<file path="config.mk">
export PLATFORM = sky130hd
export DESIGN_NAME = md5_msg_padder
export DESIGN_NICKNAME = d
export VERILOG_FILES = /design/src/rtl/md5_msg_padder.sv
export SDC_FILE = /design/constraint.sdc
export NUM_CORES = 1
export LEC_CHECK = 0
export CAP_MARGIN = 15
export CORE_MARGIN = 2
export CORE_UTILIZATION = 31
export DETAILED_ROUTE_END_ITERATION = 7
export DONT_BUFFER_PORTS = 1
export SLEW_MARGIN = 25
export SYNTH_ARGS = -nofsm -noshare
export SYNTH_HDL_FRONTEND = slang
export SYNTH_SLANG_ARGS = --single-unit
</file>
<file path="constraint.sdc">
create_clock -name clk_i -period 4.1 [get_ports clk_i]
set_input_delay 0.41 -clock clk_i [delete_from_list [all_inputs] [get_ports clk_i]]
set_output_delay 0.41 -clock clk_i [all_outputs]
set_load 0.02 [all_outputs]
</file>
<file path="src/rtl/md5_msg_padder.sv">
// rtl/md5_msg_padder.sv - RFC 1321 message padder feeding 512-bit blocks to the MD5 core
// Bytes fill a 64-byte buffer; the 0x80 marker and length are written in place, and zero fill comes from clearing on handoff.
module md5_msg_padder #(
  parameter int LEN_W = 64
) (
  input  logic        clk_i,
  input  logic        rst_i,
  input  logic        in_valid_i,
  input  logic [7:0]  in_data_i,
  input  logic        in_last_i,
  input  logic        in_empty_i,
  output logic        in_ready_o,
  output logic [31:0] blk_o [0:15],
  output logic        blk_valid_o,
  input  logic        blk_ready_i,
  output logic        blk_last_o,
  output logic        busy_o
);

  typedef enum logic [1:0] {FILL, PAD, LEN, EMIT} state_t;

  state_t           state;
  state_t           ret_state;
  logic             final_blk;
  logic [7:0]       msg_buf [0:63];
  logic [5:0]       ptr;
  logic [LEN_W-1:0] bitlen;
  logic [63:0]      len64;

  assign len64 = 64'(bitlen);

  always_ff @(posedge clk_i) begin
    if (rst_i) begin
      state     <= FILL;
      ret_state <= FILL;
      final_blk <= 1'b0;
      ptr       <= 6'd0;
      bitlen    <= '0;
      for (int i = 0; i < 64; i++) msg_buf[i] <= 8'h00;
    end else begin
      case (state)
        FILL: begin
          if (in_valid_i && !in_empty_i) begin
            msg_buf[ptr] <= in_data_i;
            ptr          <= ptr + 6'd1;
            bitlen       <= bitlen + LEN_W'(8);
            // A full buffer goes out before the marker; PAD resumes at ptr 0 if this was the last byte.
            if (ptr == 6'd63) begin
              state     <= EMIT;
              final_blk <= 1'b0;
              ret_state <= in_last_i ? PAD : FILL;
            end else if (in_last_i) begin
              state <= PAD;
            end
          end else if (in_valid_i && in_last_i) begin
            state <= PAD;
          end
        end
        PAD: begin
          msg_buf[ptr] <= 8'h80;
          ptr          <= ptr + 6'd1;
          if (ptr <= 6'd55) begin
            state <= LEN;
          end else begin
            state     <= EMIT;
            final_blk <= 1'b0;
            ret_state <= LEN;
          end
        end
        LEN: begin
          for (int k = 0; k < 8; k++) msg_buf[56 + k] <= len64[8*k +: 8];
          state     <= EMIT;
          final_blk <= 1'b1;
          ret_state <= FILL;
        end
        EMIT: begin
          if (blk_ready_i) begin
            for (int i = 0; i < 64; i++) msg_buf[i] <= 8'h00;
            ptr   <= 6'd0;
            state <= ret_state;
            if (final_blk) bitlen <= '0;
          end
        end
        default: state <= FILL;
      endcase
    end
  end

  // Outputs are forced quiet during reset so a discarded block is never visible.
  assign in_ready_o  = !rst_i && (state == FILL);
  assign blk_valid_o = !rst_i && (state == EMIT);
  assign blk_last_o  = !rst_i && (state == EMIT) && final_blk;
  assign busy_o      = !rst_i && ((state != FILL) || (ptr != 6'd0));

  always_comb begin
    for (int j = 0; j < 16; j++) begin
      blk_o[j] = 32'h0;
      if (!rst_i)
        blk_o[j] = {msg_buf[4*j+3], msg_buf[4*j+2], msg_buf[4*j+1], msg_buf[4*j]};
    end
  end

endmodule

</file>
==> out/qor.txt <==
Outcome: finished clean
Longest Clk Path Bufs: 3
EDFF count, synth: 512
Inst Count DP: 3278
Worst endpoint data arrival time: 3.87 ns
CTS Hold Bufs: 1
Syn-to-layout area delta: 13.3%
Final hold vios: 0
Met3 WL post-DR: 6000 um
Post-Synthesis Cells: 2321
Fin crit share: 0.877
Pre-Repair DR Iteration Count: 6
Antenna violations before repair: 1
Root Buffer: clkbuf_16
Routed met1 length: 32400 um
TritonCTS buffer count: 67
DRC viols: 0
RSZ-0062 raised after global routing: no
Register bit total from synthesis: 584
Placement Rows: 106
Syn_nets: 2343
Post-CTS Setup Repair Bufs: 0
Min Tclk post-route: 3.59 ns
Met2 WL: 40300 um
CTS tree: yes
DR top layer: met4
Core ar.: 0.0836 sq mm
Starting DRT DRC Count: 1426
Gpl congestion: 0.817
Pwr dens: 519 mW/mm^2
Initial Util: 0.313
CP required: 4.38 ns
CP Capture Type: flop
# IOs: 530
Slew Limit Headroom: 0.284
Clock-pin slew on the worst setup and hold paths: 0.06 ns
Htree depth: 3
Die area: 0.0867 sq mm
Fin cells: 3404
Worst slack, placed: 0.394 ns
Vias: 16.9k
Mapped Area: 0.0261 sq mm
Setup tns final: 0 ns
Endpoints failing setup: 0
Die height: 294 um
Post-synth cell types: 59
CP Max Fanout: 14
Max rail drop VDD: 262 uV
DRT antenna net count: 0
Syn_area_per_cell: 11.3 sq um
Via/cell ratio: 4.96
Hold crit path type: primary input to flop
Placed wire-length estimate: 54100 um
Post-synth top flop: edfxtp_1
Post-Route WL: 81200 um
Slew Viols, Final: 0
Global-route wire length before repair: 114000 um
Die Width: 294 um
GRT Resource Usage Total: 0.182
Pwr Total: 15400 uW
Sequential area share after synthesis: 0.643
Final design utilization: 0.355
Warnings, synthesis: 0
Final net count: 2291
Clk_lat worst skew: 0.61 ns
Grt ovf: 0
# diodes: 0
Share of post-route cells with drive strength above 1: 0.0882
Worst slew pin tran: 1.07 ns
Drt wl/cell: 23.9 um
Setup ws final: 0.505 ns
Critical path launch point type: flop
Clock Skews: 0.0297 ns
# resized after CTS: 0
CP Class: flop to flop
Asr flop ratio synth: 0
Vias in the first global route: 16.4k
# port buffers: 0
Max-cap violation count: 0
Clk sinks: 584
Largest net degree at the start of global routing: 527
Max Fclk: 278 MHz
Pleak: 0.0108 uW
## worst max-delay path, cell delays in order, from the launching register on
cell and delay (ns):
dfxtp_1 0.34, inv_1 0.12, ha_1 0.52, nand3b_4 0.23, a211o_1 0.44, nor2_2 0.67
buf_4 0.32, nand2_2 0.21, nand2_1 0.39
## cell type report
cell class,instances,area (sq um)
Fill cell,8077,53900
Sequential cell,584,16800
Multi-Input combinational cell,1564,8710
Clock buffer,86,1790
Tap cell,1080,1350
Clock inverter,38,518
Timing Repair Buffer,34,383
Inverter,18,67.6
## per-layer routing
metal / vias to the layer above / track usage
met5: - / 0
met4: 0 / 0.0674
met3: 122 / 0.0413
met2: 702 / 0.311
met1: 8317 / 0.223
li1: 7737 / -
## cell usage after synthesis, types with 3 or more instances
cell | n | area share
inv_1 | 16 | 0.0023
a21o_1 | 3 | 0.00086
nand2_1 | 158 | 0.023
nand2_2 | 31 | 0.0074
nand2_4 | 4 | 0.0017
nand4_4 | 3 | 0.0024
nand4b_1 | 4 | 0.0013
a21oi_1 | 39 | 0.0075
buf_1 | 5 | 0.00072
buf_6 | 8 | 0.0034
xnor2_1 | 21 | 0.0070
a31o_1 | 29 | 0.0097
dfxtp_1 | 72 | 0.055
nor2_1 | 522 | 0.075
ha_1 | 8 | 0.0038
or4_1 | 7 | 0.0020
buf_2 | 7 | 0.0013
edfxtp_1 | 512 | 0.59
mux2i_1 | 31 | 0.012
nand4_1 | 20 | 0.0048
nand2b_1 | 5 | 0.0012
nor2_2 | 3 | 0.00072
o31ai_1 | 8 | 0.0023
or3_1 | 23 | 0.0055
and2_1 | 4 | 0.00096
nor3b_1 | 4 | 0.0011
and4_1 | 4 | 0.0013
clkbuf_1 | 135 | 0.019
nor2b_1 | 519 | 0.12
a31o_2 | 4 | 0.0013
a2111oi_4 | 4 | 0.0042
o21ai_0 | 26 | 0.0050
nor4_1 | 9 | 0.0022
nand3_1 | 21 | 0.0040
and3_1 | 6 | 0.0014
xor2_1 | 10 | 0.0033
nor3_1 | 10 | 0.0019
## worst paths after layout
path / start / endpoint / slack, ns / cells past startpoint
max: state[0] / msg_buf[60][5] / 0.51 / 8
min: in_last_i / ret_state[0] / 0.07 / 2
max reg2reg: state[0] / msg_buf[60][5] / 0.51 / 8
min reg2reg: ret_state[0] / ret_state[0] / 0.46 / 2
## flip-flops by register name, summed over array words and instances, names as in the netlist
signal and count:
ret_state 2, state 2, ptr 6, msg_buf 512, bitlen 61, final_blk 1
## cells by family (layout without fill, tap and decap cells)
logic type                 count (synthesis)  after routing  synth area share
AOI/OAI and AO/OA                        125            125            0.0357
xor gates and xnor gates                  31             31            0.0104
adders and majority gates                  8              8           0.00383
buffers and inverters                    173            176            0.0275
DFF                                      584            584             0.643
muxes                                     31             31            0.0119
and+or+nand+nor                         1369           1369             0.268
## per-stage QoR
stage | hold WS (ns) | area, sq um
after CTS | 0.0247 | 29600
after global routing | 0.0368 | 29600
after detailed placement | 0.448 | 27300
after floorplan | 0.427 | 26100
after global placement | 0.437 | 27300
final | 0.0652 | 29600
## where the power goes
part	switching, uW	total, uW	internal, uW
logic	1610	2010	405
clock network	2580	6200	3620
registers	202	7160	6960
total	4390	15400	11000
## layout by cell type (no fill, tap or decap), drive strengths merged, types with 26 or more instances in the layout
| cell | instances |
|---|---|
| edfxtp | 512 |
| o21ai | 26 |
| mux2i | 31 |
| nand2 | 193 |
| clkbuf | 86 |
| a31o | 33 |
| buf | 33 |
| dfxtp | 72 |
| nor2 | 526 |
| nor2b | 519 |
| a21oi | 39 |
Power figures use the tool's default switching activity.
